===== src/rtl/id_imm_pipe.sv =====
// rtl/id_imm_pipe.sv - immediate generation and pc-relative target with a 2-entry elastic output buffer
module id_imm_pipe #(
    parameter int XLEN = 32
) (
    input  logic            clk,
    input  logic            rst,
    input  logic            flush,
    input  logic            in_valid,
    output logic            in_ready,
    input  logic [31:0]     in_inst,
    input  logic [XLEN-1:0] in_pc,
    input  logic [2:0]      in_op,
    output logic            out_valid,
    input  logic            out_ready,
    output logic [XLEN-1:0] out_imm,
    output logic [XLEN-1:0] out_target,
    output logic [XLEN-1:0] out_pc,
    output logic [2:0]      out_op
);

    localparam logic [2:0] OP_NONE = 3'd0;
    localparam logic [2:0] OP_I    = 3'd1;
    localparam logic [2:0] OP_S    = 3'd2;
    localparam logic [2:0] OP_B    = 3'd3;
    localparam logic [2:0] OP_U    = 3'd4;
    localparam logic [2:0] OP_J    = 3'd5;
    localparam logic [2:0] OP_Z    = 3'd6;
    localparam logic [2:0] OP_SH   = 3'd7;

    logic [1:0]      count;
    logic [XLEN-1:0] imm_q [2];
    logic [XLEN-1:0] tgt_q [2];
    logic [XLEN-1:0] pc_q  [2];
    logic [2:0]      op_q  [2];

    logic            accept;
    logic            pop;
    logic [XLEN-1:0] imm;
    logic [XLEN-1:0] target;
    logic signed [31:0] simm;
    logic            unused_inst;

    assign unused_inst = ^in_inst[6:0];

    // Signed forms are built at 32 bits and widened by a signed cast so the
    // same expressions serve both RV32 and RV64 without zero-width fills.
    always_comb begin
        simm = '0;
        imm  = '0;
        case (in_op)
            OP_NONE: imm = '0;
            OP_I: begin
                simm = {{20{in_inst[31]}}, in_inst[31:20]};
                imm  = XLEN'(simm);
            end
            OP_S: begin
                simm = {{20{in_inst[31]}}, in_inst[31:25], in_inst[11:7]};
                imm  = XLEN'(simm);
            end
            OP_B: begin
                simm = {{19{in_inst[31]}}, in_inst[31], in_inst[7], in_inst[30:25],
                        in_inst[11:8], 1'b0};
                imm  = XLEN'(simm);
            end
            OP_U: begin
                simm = {in_inst[31:12], 12'b0};
                imm  = XLEN'(simm);
            end
            OP_J: begin
                simm = {{11{in_inst[31]}}, in_inst[31], in_inst[19:12], in_inst[20],
                        in_inst[30:21], 1'b0};
                imm  = XLEN'(simm);
            end
            OP_Z:  imm = XLEN'(in_inst[19:15]);
            OP_SH: imm = (XLEN == 64) ? XLEN'(in_inst[25:20]) : XLEN'(in_inst[24:20]);
            default: imm = '0;
        endcase
    end

    assign target   = in_pc + imm;
    assign in_ready = !rst && (count != 2'd2);
    assign accept   = in_valid && in_ready && !flush;
    assign pop      = out_valid && out_ready && !flush;

    assign out_valid  = (count != 2'd0);
    assign out_imm    = imm_q[0];
    assign out_target = tgt_q[0];
    assign out_pc     = pc_q[0];
    assign out_op     = op_q[0];

    // Slot 0 is always the head; slot 1 shifts down on a pop.
    always_ff @(posedge clk) begin
        if (rst) begin
            count <= 2'd0;
            for (int i = 0; i < 2; i++) begin
                imm_q[i] <= '0;
                tgt_q[i] <= '0;
                pc_q[i]  <= '0;
                op_q[i]  <= '0;
            end
        end else if (flush) begin
            count <= 2'd0;
        end else begin
            case ({accept, pop})
                2'b10: begin
                    if (count == 2'd0) begin
                        imm_q[0] <= imm;
                        tgt_q[0] <= target;
                        pc_q[0]  <= in_pc;
                        op_q[0]  <= in_op;
                    end else begin
                        imm_q[1] <= imm;
                        tgt_q[1] <= target;
                        pc_q[1]  <= in_pc;
                        op_q[1]  <= in_op;
                    end
                    count <= count + 2'd1;
                end
                2'b01: begin
                    if (count == 2'd2) begin
                        imm_q[0] <= imm_q[1];
                        tgt_q[0] <= tgt_q[1];
                        pc_q[0]  <= pc_q[1];
                        op_q[0]  <= op_q[1];
                    end
                    count <= count - 2'd1;
                end
                2'b11: begin
                    if (count == 2'd1) begin
                        imm_q[0] <= imm;
                        tgt_q[0] <= target;
                        pc_q[0]  <= in_pc;
                        op_q[0]  <= in_op;
                    end else begin
                        imm_q[0] <= imm_q[1];
                        tgt_q[0] <= tgt_q[1];
                        pc_q[0]  <= pc_q[1];
                        op_q[0]  <= op_q[1];
                        imm_q[1] <= imm;
                        tgt_q[1] <= target;
                        pc_q[1]  <= in_pc;
                        op_q[1]  <= in_op;
                    end
                end
                default: ;
            endcase
        end
    end

endmodule


===== config.mk =====
export PLATFORM = sky130hd
export DESIGN_NAME = id_imm_pipe
export DESIGN_NICKNAME = d
export VERILOG_FILES = /design/src/rtl/id_imm_pipe.sv
export SDC_FILE = /design/constraint.sdc
export NUM_CORES = 1
export LEC_CHECK = 0
export ABC_AREA = 0
export BUFFER_PORTS_ARGS = -buffer_cell sky130_fd_sc_hd__buf_4
export CORE_MARGIN = 4
export CORE_UTILIZATION = 45
export DETAILED_ROUTE_END_ITERATION = 7
export PLACE_DENSITY = 0.67
export REMOVE_ABC_BUFFERS = 1
export SLEW_MARGIN = 20
export SYNTH_ARGS = -nofsm -noshare
export SYNTH_HDL_FRONTEND = slang
export SYNTH_SLANG_ARGS = --single-unit
export TNS_END_PERCENT = 20

===== constraint.sdc =====
create_clock -name clk -period 13.1 [get_ports clk]
set_input_delay 2.62 -clock clk [delete_from_list [all_inputs] [get_ports clk]]
set_output_delay 2.62 -clock clk [all_outputs]
set_load 0.02 [all_outputs]

==> impl_results.md <==
- Worst Path Max Fanout: 13
- Drt initial violations: around 520
- Synth cell types: 64
- Post-synthesis register bit count: 200
- Hold Buf Count CTS: 0
- Crit end category: register
- Least-Margin Pin Slew: 0.9257 ns
- P_leak: ~5 nW
- Row count: 56
- VDD IR max: just under 90 uV
- Relative slew slack: a little under two fifths
- Synth Flop Type: edfxtp_1
- Routed Wire Length: between 20,000 and 25,000 um
- Share of cells above drive strength 1: approximately 22%
- Critical path type: in -> reg
- Tcrit/Tclk final: approximately 48%
- # diodes: 0
- Seq/Total Area, Yosys: 54.87%
- Worst hold path type: reg -> reg
- Cells after Synth: 971
- Max Clock Freq: about 0.16 GHz
- DIE AREA: 26,800 um^2
- Resize count post-CTS: 0
- Average size of a mapped cell: approximately 11 um^2
- Critical Path RT: between 10 and 15 ns
- CTS tree: built
- CTS clk-pin slew, worst paths: around 0.07 ns
- Tmin final: 6.307 ns
- Clock H-tree levels: 4
- Synth async-reset ratio: 0%
- Power per cell area: around 120 nW/um^2
- Starting Density: a little under half
- Post-CTS setup buffer count: 0
- Final Max Tran Viols: 0
- Max Cap Viol: 0
- Via/cell ratio: ~5.4
- Register area: between 5000 and 6000 um^2
- Die Wd: around 160 um
- Critical path startpoint category: input port
- DP HPWL: 17,280 um
- Layout Skew: approximately 0.011 ns
- Total grt overflow: 0
- Largest net degree at the start of global routing: 69
- Initial antenna violation count: 0
- CTS Buffer Depth: 2
- RSZ-0062 raised after global routing: false
- Clock sink count: 200
- Layout Nets: 1,124
- Post-DRT Antenna Nets: 0
- Area growth from synthesis to layout: 11.16%
- Number of global-route vias before repair: around 7,000
- Multi-input gate area: 3747 um^2
- Final Wtd Congestion: between 0.8 and 0.9
- Layout Cells excl Fill: 1,346
- Total I/O pin count: roughly 170
- Num CTS Buffers: 17
- Post-Syn Area: approximately 11,000 um^2
- Clk Latency, worst-skew pair: roughly 0.43 ns
- Port Buffers: ~170
- Root Buffer: clkbuf_16
- Via count: 7,256
- Die Y: between 150 and 200 um
- Final setup viols: 0
- Routed wire length per instance: 18.46 um
- Final Hold Viols: 0
- Dpl cells: 1,314
- CP arrival: roughly 6.5 ns
- Pre-Repair DR Iteration Count: 5
- TNS Setup: 0 ns
- Post-route DRC: 0
- Status: completed
- Area of the core: between 20,000 and 25,000 um^2
- Ys Warns: 0
- Number of synthesized flops with an enable pin: 198
- Worst R2R Setup Slack: just under 10 ns
- First-pass GRT wire length: 38,500 um
- # fillers: between 2,000 and 2,500
- GRT Total Usage: between 15 and 20%
-- cells by family after synthesis --
family	share of synthesized area (%)
AND/OR/NAND/NOR	12.17
adder cells (fa/ha/maj)	4.427
buffers and inverters	11.09
AO/OA/AOI/OAI	14.99
XOR/XNOR	2.168
flip-flops	54.87
multiplexers	0.2867
-- synthesized netlist by cell type (all sizes together), types with 3 or more instances --
cell type,instances,share of area [%]
edfxtp,198,55
buf,108,7.6
nand2,77,2.6
o21ai,75,3.5
nor2,71,2.4
and2,55,3.2
a21oi,53,2.4
a22o,53,4.3
clkbuf,40,2.0
inv,40,1.4
ha,37,4.2
xnor2,14,1.1
xor2,13,1.0
nand3,12,0.55
o21a,11,0.76
a21o,10,0.70
and3,10,0.62
nor3,10,0.46
nand4,9,0.52
nor2b,7,0.40
o21bai,7,0.48
nand2b,6,0.34
or3,6,0.36
a2111oi,4,0.49
a211oi,4,0.28
o31ai,4,0.28
a211o,3,0.25
o211ai,3,0.21
-- metal layers --
layer  track usage [%]  up-vias  wire length (um)
li1                  -     3492                 -
met1             26.43     3490             11550
met2             29.05      253             11290
met3             3.588       21              1670
met4             4.804        0               333
met5                 0        -                 0
-- final timing paths --
kind           startpoint      endpoint  cells after the start
max              in_op[2]  tgt_q[0][30]                     12
min          tgt_q[0][56]  tgt_q[0][24]                      2
max reg2reg      count[0]   imm_q[0][2]                     11
min reg2reg  tgt_q[0][56]  tgt_q[0][24]                      2
-- final cells by class --
cell class	instances	share of cell area (%)
Clock inverter	15	0.9905
Multi-Input combinational cell	582	30.90
Inverter	40	1.238
Clock buffer	17	3.508
Timing Repair Buffer	173	10.71
Tap cell	319	3.291
Sequential cell	200	49.36
-- registers in the layout, summed over array words and instances, names as in the netlist --
signal and cells:
imm_q 64, pc_q 64, op_q 6, count 2
tgt_q 64
-- critical path, cell delays in order --
cell     delay [ns]
buf_4          0.16
nor2b_1        0.65
o32ai_1        0.28
ha_1           0.29
fa_1           0.44
a211o_1        0.29
a21oi_1        0.23
o21ai_0        0.29
o21ai_0        0.46
a21oi_1        0.16
or3_1          0.35
a32o_1         0.26
-- power by group --
| part | switching, W | leakage (nW) | internal, W |
|---|---|---|---|
| Sequential | 0.00000883 | 2.08 | 0.000732 |
| Combinational | 0.000146 | 2.60 | 0.0000895 |
| Clock | 0.000251 | 0.257 | 0.000247 |
-- metrics by stage --
step                worst slack [ns]  area [um^2]  util [%]  total power, W  hold slack (ns)
floorplan                      4.369         9849         -       0.0009033           0.4946
global placement               6.372        11580     48.90       0.0009867           0.5027
detailed placement             6.399        11580     48.90       0.0009895           0.5096
CTS                            6.861        12130     51.20        0.001484           0.5272
global route                   6.472        12130     51.20        0.001533           0.5429
finish                         6.793        12130     51.20        0.001474           0.5271
-- cells in the final DEF (no fill, tap or decap), types with 3 or more instances in the layout --
cell        Yosys  layout
o211ai_1        3       3
and3_1          9       9
ha_1           37      37
clkbuf_16       0      17
a211oi_1        4       4
nand2_1        77      77
nor3_1         10      10
nor2_1         71      71
xnor2_1        14      14
clkinv_4        0       3
nand3_1        12      12
nor2b_1         7       7
inv_8           0       3
clkinvlp_4      0       4
edfxtp_1      198     198
o21a_1         11      11
o31ai_1         4       4
nand4_1         9       9
a22o_1         53      53
buf_4          99     173
nand2b_1        6       6
or3_1           5       5
a21oi_1        53      53
o21bai_1        7       6
a21o_1          9       8
inv_1          39      39
xor2_1         13      13
a2111oi_0       3       3
o21ai_0        74      73
and2_1         55      53
(Power assumes the default switching activity.)
